File: config.mk
export PLATFORM = sky130hd
export DESIGN_NAME = pc_sequencer_flat
export DESIGN_NICKNAME = d
export VERILOG_FILES = /design/src/rtl/pc_sequencer_if.sv /design/src/rtl/pc_sequencer.sv /design/src/flat_wrapper.sv
export SDC_FILE = /design/constraint.sdc
export NUM_CORES = 1
export LEC_CHECK = 0
export ABC_AREA = 1
export BUFFER_PORTS_ARGS = -buffer_cell sky130_fd_sc_hd__buf_2
export CORE_MARGIN = 5
export CORE_UTILIZATION = 51
export CTS_BUF_LIST = sky130_fd_sc_hd__clkbuf_8
export DETAILED_ROUTE_END_ITERATION = 8
export GPL_TIMING_DRIVEN = 0
export PLACE_DENSITY_LB_ADDON = 0.3
export SYNTH_ARGS = -nofsm -noshare
export SYNTH_HDL_FRONTEND = slang
export SYNTH_SLANG_ARGS = --single-unit
export TNS_END_PERCENT = 1
File: constraint.sdc
create_clock -name clk -period 2.1 [get_ports clk]
set_clock_uncertainty 0.15 [all_clocks]
set_input_delay 0.21 -clock clk [delete_from_list [all_inputs] [get_ports clk]]
set_output_delay 0.21 -clock clk [all_outputs]
set_load 0.005 [all_outputs]
File: src/rtl/pc_sequencer_if.sv
// Fetch-PC sequencer bundle: the pipeline control requests that steer the PC
// and the fetch-side status the sequencer publishes back.
//   master : pipeline/hazard side, drives the requests and observes fetch status
//   slave  : the sequencer, consumes the requests and drives pc/flush/status
interface pc_sequencer_if #(
  parameter int unsigned N = 32
);
  // requests into the sequencer
  logic         stall;
  logic         jump;
  logic [N-1:0] jump_target;
  logic         branch_taken;
  logic [N-1:0] branch_target;
  logic         exception;
  logic         halt;
  logic         resume;

  // fetch status out of the sequencer
  logic [N-1:0] pc;
  logic [N-1:0] pc_plus4;
  logic         fetch_valid;
  logic         flush_if_id;
  logic         flush_id_ex;
  logic [1:0]   state;
  logic [15:0]  redirect_count;

  modport master (
    output stall, jump, jump_target, branch_taken, branch_target,
           exception, halt, resume,
    input  pc, pc_plus4, fetch_valid, flush_if_id, flush_id_ex,
           state, redirect_count
  );

  modport slave (
    input  stall, jump, jump_target, branch_taken, branch_target,
           exception, halt, resume,
    output pc, pc_plus4, fetch_valid, flush_if_id, flush_id_ex,
           state, redirect_count
  );
endinterface

File: src/rtl/pc_sequencer.sv
// Fetch PC sequencer: picks the next fetch PC from exception/branch/jump/halt/stall requests.
// Latency: pc, fetch_valid, state, redirect_count update on the next clk edge; flushes and pc_plus4 are combinational.
// Backpressure: stall holds pc and fetch_valid; any redirect overrides a simultaneous stall.
//
// Ports:
//   clk    - rising-edge clock
//   reset  - synchronous, active-high; restores RESET_PC / RUN / fetch_valid=1 / count=0
//   bus    - pc_sequencer_if.slave: stall, jump(+target), branch_taken(+target), exception,
//            halt, resume in; pc, pc_plus4, fetch_valid, flush_if_id, flush_id_ex, state,
//            redirect_count out
module pc_sequencer #(
  parameter int unsigned  N          = 32,
  parameter logic [N-1:0] RESET_PC   = 32'h0040_0000,
  parameter logic [N-1:0] EXC_VECTOR = 32'h0040_0180
) (
  input logic           clk,
  input logic           reset,
  pc_sequencer_if.slave bus
);

  typedef enum logic [1:0] {
    RUN      = 2'd0,
    HALTED   = 2'd1,
    REDIRECT = 2'd2
  } state_t;

  // The single event accepted this cycle after priority resolution.
  typedef enum logic [2:0] {
    EV_IDLE   = 3'd0,  // nothing changes (reset cycle, or HALTED with no exit)
    EV_EXC    = 3'd1,
    EV_BRANCH = 3'd2,
    EV_JUMP   = 3'd3,
    EV_HALT   = 3'd4,
    EV_STALL  = 3'd5,
    EV_SEQ    = 3'd6   // sequential fetch, also used for resume from HALTED
  } event_t;

  state_t       state_reg;
  state_t       state_next;
  logic [N-1:0] pc_reg;
  logic [N-1:0] pc_next;
  logic [N-1:0] pc_inc;
  logic         fetch_valid_reg;
  logic         fetch_valid_next;
  logic [15:0]  count_reg;
  logic         misaligned;
  logic         redirect;
  logic         flush_if_id;
  logic         flush_id_ex;
  event_t       ev;

  // Wraps naturally at 2^N, so fetch continues from 0 after the top word.
  assign pc_inc = pc_reg + N'(4);

  // A taken branch to a non-word address is treated as an exception.
  assign misaligned = bus.branch_taken && (bus.branch_target[1:0] != 2'b00);

  // ---------------------------------------------------------------------------
  // Event priority resolution
  // ---------------------------------------------------------------------------
  always_comb begin
    ev = EV_IDLE;
    if (reset) begin
      // Registers are reset in the sequential block; the event is forced idle
      // so that no flush is requested during reset.
      ev = EV_IDLE;
    end else if (state_reg == HALTED) begin
      // Only exception and resume are seen while halted; exception wins.
      if (bus.exception) begin
        ev = EV_EXC;
      end else if (bus.resume) begin
        ev = EV_SEQ;
      end
    end else begin
      // RUN and REDIRECT (and the unused encoding) share one priority chain.
      if (bus.exception || misaligned) begin
        ev = EV_EXC;
      end else if (bus.branch_taken) begin
        ev = EV_BRANCH;
      end else if (bus.jump) begin
        ev = EV_JUMP;
      end else if (bus.halt) begin
        ev = EV_HALT;
      end else if (bus.stall) begin
        ev = EV_STALL;
      end else begin
        ev = EV_SEQ;
      end
    end
  end

  // ---------------------------------------------------------------------------
  // Next-state / output decode for the accepted event
  // ---------------------------------------------------------------------------
  always_comb begin
    pc_next          = pc_reg;
    state_next       = state_reg;
    fetch_valid_next = fetch_valid_reg;
    flush_if_id      = 1'b0;
    flush_id_ex      = 1'b0;
    redirect         = 1'b0;

    case (ev)
      EV_EXC: begin
        pc_next     = EXC_VECTOR;
        flush_if_id = 1'b1;
        flush_id_ex = 1'b1;
        redirect    = 1'b1;
      end
      EV_BRANCH: begin
        pc_next     = bus.branch_target;
        flush_if_id = 1'b1;
        flush_id_ex = 1'b1;
        redirect    = 1'b1;
      end
      EV_JUMP: begin
        // The jump sits in ID, so only the younger IF/ID instruction dies.
        pc_next     = bus.jump_target;
        flush_if_id = 1'b1;
        redirect    = 1'b1;
      end
      EV_HALT: begin
        flush_if_id      = 1'b1;
        state_next       = HALTED;
        fetch_valid_next = 1'b0;
      end
      EV_STALL: begin
        // PC and fetch_valid are held. REDIRECT is a one-cycle marker, so a
        // stall arriving in it still drops back to RUN; from RUN this is a hold.
        state_next = RUN;
      end
      EV_SEQ: begin
        pc_next          = pc_inc;
        state_next       = RUN;
        fetch_valid_next = 1'b1;
      end
      default: begin
      end
    endcase

    // Every accepted redirect fetches a valid instruction at the new target.
    if (redirect) begin
      state_next       = REDIRECT;
      fetch_valid_next = 1'b1;
    end
  end

  // ---------------------------------------------------------------------------
  // State registers
  // ---------------------------------------------------------------------------
  always_ff @(posedge clk) begin
    if (reset) begin
      state_reg       <= RUN;
      pc_reg          <= RESET_PC;
      fetch_valid_reg <= 1'b1;
    end else begin
      state_reg       <= state_next;
      pc_reg          <= pc_next;
      fetch_valid_reg <= fetch_valid_next;
    end
  end

  // Saturating count of accepted exception/branch/jump redirects.
  always_ff @(posedge clk) begin
    if (reset) begin
      count_reg <= 16'd0;
    end else if (redirect && (count_reg != 16'hFFFF)) begin
      count_reg <= count_reg + 16'd1;
    end
  end

  // ---------------------------------------------------------------------------
  // Outputs
  // ---------------------------------------------------------------------------
  assign bus.pc             = pc_reg;
  assign bus.pc_plus4       = pc_inc;
  assign bus.fetch_valid    = fetch_valid_reg;
  assign bus.flush_if_id    = flush_if_id;
  assign bus.flush_id_ex    = flush_id_ex;
  assign bus.state          = state_reg;
  assign bus.redirect_count = count_reg;

endmodule

File: src/flat_wrapper.sv
// flat-port wrapper written by rule: the top's interface ports become plain ports
module pc_sequencer_flat 
#(
  parameter int unsigned  N          = 32,
  parameter logic [N-1:0] RESET_PC   = 32'h0040_0000,
  parameter logic [N-1:0] EXC_VECTOR = 32'h0040_0180
)
  (clk, reset, bus_stall, bus_jump, bus_jump_target, bus_branch_taken, bus_branch_target, bus_exception, bus_halt, bus_resume, bus_pc, bus_pc_plus4, bus_fetch_valid, bus_flush_if_id, bus_flush_id_ex, bus_state, bus_redirect_count);
  pc_sequencer_if #(.N(N)) bus_i ();
  input logic clk;
  input logic reset;
  input wire logic [$bits(bus_i.stall)-1:0] bus_stall;
  input wire logic [$bits(bus_i.jump)-1:0] bus_jump;
  input wire logic [$bits(bus_i.jump_target)-1:0] bus_jump_target;
  input wire logic [$bits(bus_i.branch_taken)-1:0] bus_branch_taken;
  input wire logic [$bits(bus_i.branch_target)-1:0] bus_branch_target;
  input wire logic [$bits(bus_i.exception)-1:0] bus_exception;
  input wire logic [$bits(bus_i.halt)-1:0] bus_halt;
  input wire logic [$bits(bus_i.resume)-1:0] bus_resume;
  output wire logic [$bits(bus_i.pc)-1:0] bus_pc;
  output wire logic [$bits(bus_i.pc_plus4)-1:0] bus_pc_plus4;
  output wire logic [$bits(bus_i.fetch_valid)-1:0] bus_fetch_valid;
  output wire logic [$bits(bus_i.flush_if_id)-1:0] bus_flush_if_id;
  output wire logic [$bits(bus_i.flush_id_ex)-1:0] bus_flush_id_ex;
  output wire logic [$bits(bus_i.state)-1:0] bus_state;
  output wire logic [$bits(bus_i.redirect_count)-1:0] bus_redirect_count;
  assign bus_i.stall = bus_stall;
  assign bus_i.jump = bus_jump;
  assign bus_i.jump_target = bus_jump_target;
  assign bus_i.branch_taken = bus_branch_taken;
  assign bus_i.branch_target = bus_branch_target;
  assign bus_i.exception = bus_exception;
  assign bus_i.halt = bus_halt;
  assign bus_i.resume = bus_resume;
  assign bus_pc = bus_i.pc;
  assign bus_pc_plus4 = bus_i.pc_plus4;
  assign bus_fetch_valid = bus_i.fetch_valid;
  assign bus_flush_if_id = bus_i.flush_if_id;
  assign bus_flush_id_ex = bus_i.flush_id_ex;
  assign bus_state = bus_i.state;
  assign bus_redirect_count = bus_i.redirect_count;
  pc_sequencer #(.N(N), .RESET_PC(RESET_PC), .EXC_VECTOR(EXC_VECTOR)) u_core (.clk(clk), .reset(reset), .bus(bus_i));
endmodule
==> results.yml <==
worst_setup_path:
  crit_type: "reg -> out"
  cp_cell_sequence: "inv_1 > nand2_2 > o21ai_2 > buf_4 > a21oi_4 > buf_4 > o31ai_2 > buf_2"
  rrSetupSlack_ns: 0.10
  crit_slowest_cell: "dfxtp_2"
  r2r_cells: 12
  cp_top_family: "buffers and inverters"
  cp_common_cell: "buf_4"
  cp.arrival_ns: 1.71
  cp_data_required_time_ns: 1.74
  worstSetupPathDepth: 8
  endpoint_kind: "primary output"
  cp-start-kind: "register"
  slowest_delay_ns: 0.34
  path_max_fanout: 5
  critPathBufInv: 4
yosys:
  async_reset_ff_share_pct: 0
  syn_inst: 660
  postSynthAreaPerCell_sq_um: 5.91
  seq_area_frac_synth_pct: 26.2
  netlist_area_sq_um: 3900
  synthDominantCellAreaShare_pct: 26.2
  synth_seq_cells: 51
  yosysTopAreaCell: "dfxtp_1"
  synth.most_common_cell: "nand2_1"
  ys.flop_type: "dfxtp_1"
  synth_cell_type_count: 33
  ys_top_cells_by_area: "dfxtp_1 26%, nand2_1 21%, nor2_1 10%, nand3_1 9.1%, inv_1 6.3%"
  synth_edf_count: 0
  netlist_top_cells_count: "214 x nand2_1, 105 x nor2_1, 71 x nand3_1"
  yosysWarnings: 0
  synth_fp_nets: 734
global_routing:
  antenna_found_initial: 0
  grtUsageMet1_pct: 34.0
  met2_usage_pct: 49.5
  grt.busiest_layer: "met2"
  grt_usage_pct: 27.7
  globalRoute.totalOverflow: 0
  grt_use_met3_pct: 4.74
  grt_pass1_wl_mm: 21.9
  grt_pass1_vias: 4586
  grt_max_degree: 20
floorplanning:
  io_pins: 157
  die_w_um: 97.4
  die_h_um: 97.4
  rows: 31
  core_area_sq_um: 7330
  die_area_sq_um: 9490
  start_util_pct: 53.2
status:
  outcome: "finished, final reports clean"
timing:
  fin_crit_ns: 2.07
  setup-tns-final_ns: 0
  finalSetupViolations: 0
  fin_crit_sh_pct: 98.5
  timing.hold.ws_ns: 0.0643
  rsz0062_at_grt: "true"
  finalHoldViolations: 0
  tightest_slew_ns: 0.562
  drv_slew: 0
  slew_headroom_pct: 62.5
  fmax_ghz: 0.483
  timing.final.ws_setup_ns: 0.0312
layout:
  n_fill_cell: 682
  drive_gt1_share_pct: 35.4
  antennaDiodeCount: 0
  final_core_utilization_pct: 71.2
  largest_register_ffs: 32
  synthToLayoutAreaGrowth_pct: 33.9
  final_cells: 933
  layout.nets: 908
detailed_routing:
  avgViaCountPerCell: 5.20
  drc: 0
  drt_iter0_markers: 260
  postRouteAntennaNets: 0
  vias: 4848
  routedWlPerCell_um: 14.7
  drt_first_pass_iters: 5
  wl_mm: 13.7
placement:
  dp_hpwl_mm: 10.7
  pre_cts_ws_ns: 0.0570
  placed_cells: 914
  place_congestion: 0.963
  port_buffers: 155
clock_tree:
  htreeDepth: 2
  clk-insertion-delay-late_ns: 0.31
  clock-root-buffer: "clkbuf_8"
  cts_buffers: 5
  path_clk_slew_ns: 0.10
  clockBufferDepth: 2
  cts_tree: "done"
  cts.sinks: 51
power_and_ir_drop:
  p_leak_nw: 2.48
  p_per_area_nw_per_um2: 424
  ir_worst_vdd_v: 0.000315
hold_path:
  hp-class: "in -> reg"
  hold_depth: 5
job:
  drv_cap: 0
==> power by group <==
part | total (mW) | leakage [nW] | switching [mW] | internal (mW)
clock network | 0.703 | 0.0502 | 0.354 | 0.349
registers | 1.05 | 0.428 | 0.0534 | 0.997
logic | 0.462 | 2.00 | 0.268 | 0.193
total | 2.22 | 2.48 | 0.676 | 1.54
==> cell families (layout without fill, tap and decap cells) <==
kind of cell / Yosys count / in the layout / synth area share, %
simple gates: 443 / 443 / 50.0
buf+inv: 95 / 269 / 10.6
flops: 51 / 51 / 26.2
compound gates: 42 / 42 / 6.32
xor+xnor: 27 / 27 / 6.26
fa+ha+maj: 2 / 2 / 0.642
==> cell type report <==
cell class | instances | area (sq um) | area share [%]
Tap cell | 99 | 124 | 2.37
Clock inverter | 2 | 37.5 | 0.719
Sequential cell | 51 | 1080 | 20.7
Clock buffer | 5 | 68.8 | 1.32
Buffer | 21 | 140 | 2.68
Inverter | 73 | 277 | 5.30
Timing Repair Buffer | 168 | 882 | 16.9
Multi-Input combinational cell | 514 | 2610 | 50.0
==> layer usage <==
layer	wire length (um)	vias up
li1	-	2410
met1	5570	2215
met2	6920	200
met3	938	23
met4	289	0
met5	0	-
==> path summary, 6_finish.rpt <==
path,startpoint,to
max reg2reg,u_core.bus.state[1],u_core.bus.pc[6]
min reg2reg,u_core.bus.pc[0],u_core.bus.pc[0]
max,u_core.bus.state[1],bus_flush_if_id
min,bus_branch_target[8],u_core.bus.pc[8]
==> tightest hold or removal path: stages <==
cell     delay [ns]
buf_2          0.08
nand2_1        0.04
nand3_1        0.07
nand2_1        0.05
inv_1          0.04
==> stage by stage <==
step | instance area [sq um] | power [mW]
floorplan | 3900 | 1.30
global placement | 4800 | 1.50
detailed placement | 4800 | 1.51
CTS | 5020 | 2.21
global route | 5220 | 2.31
finish | 5220 | 2.22
==> layout by cell type, fill, tap and decap left out, types with 16 or more instances in the layout <==
cell type,instances
nand2_1,207
buf_2,160
nor2_1,93
nand3_1,70
inv_1,64
nor2_2,30
a21oi_1,29
dfxtp_1,23
xor2_1,19
dfxtp_2,18
buf_4,16
==> what timing repair did <==
action	in CTS	in global routing
buffers inserted	6	5
setup endpoints to repair	22	50
gates resized for setup	17	64
pin swaps	3	5
hold buffers	2	0
hold endpoints to repair	2	0
(Power assumes the default switching activity.)
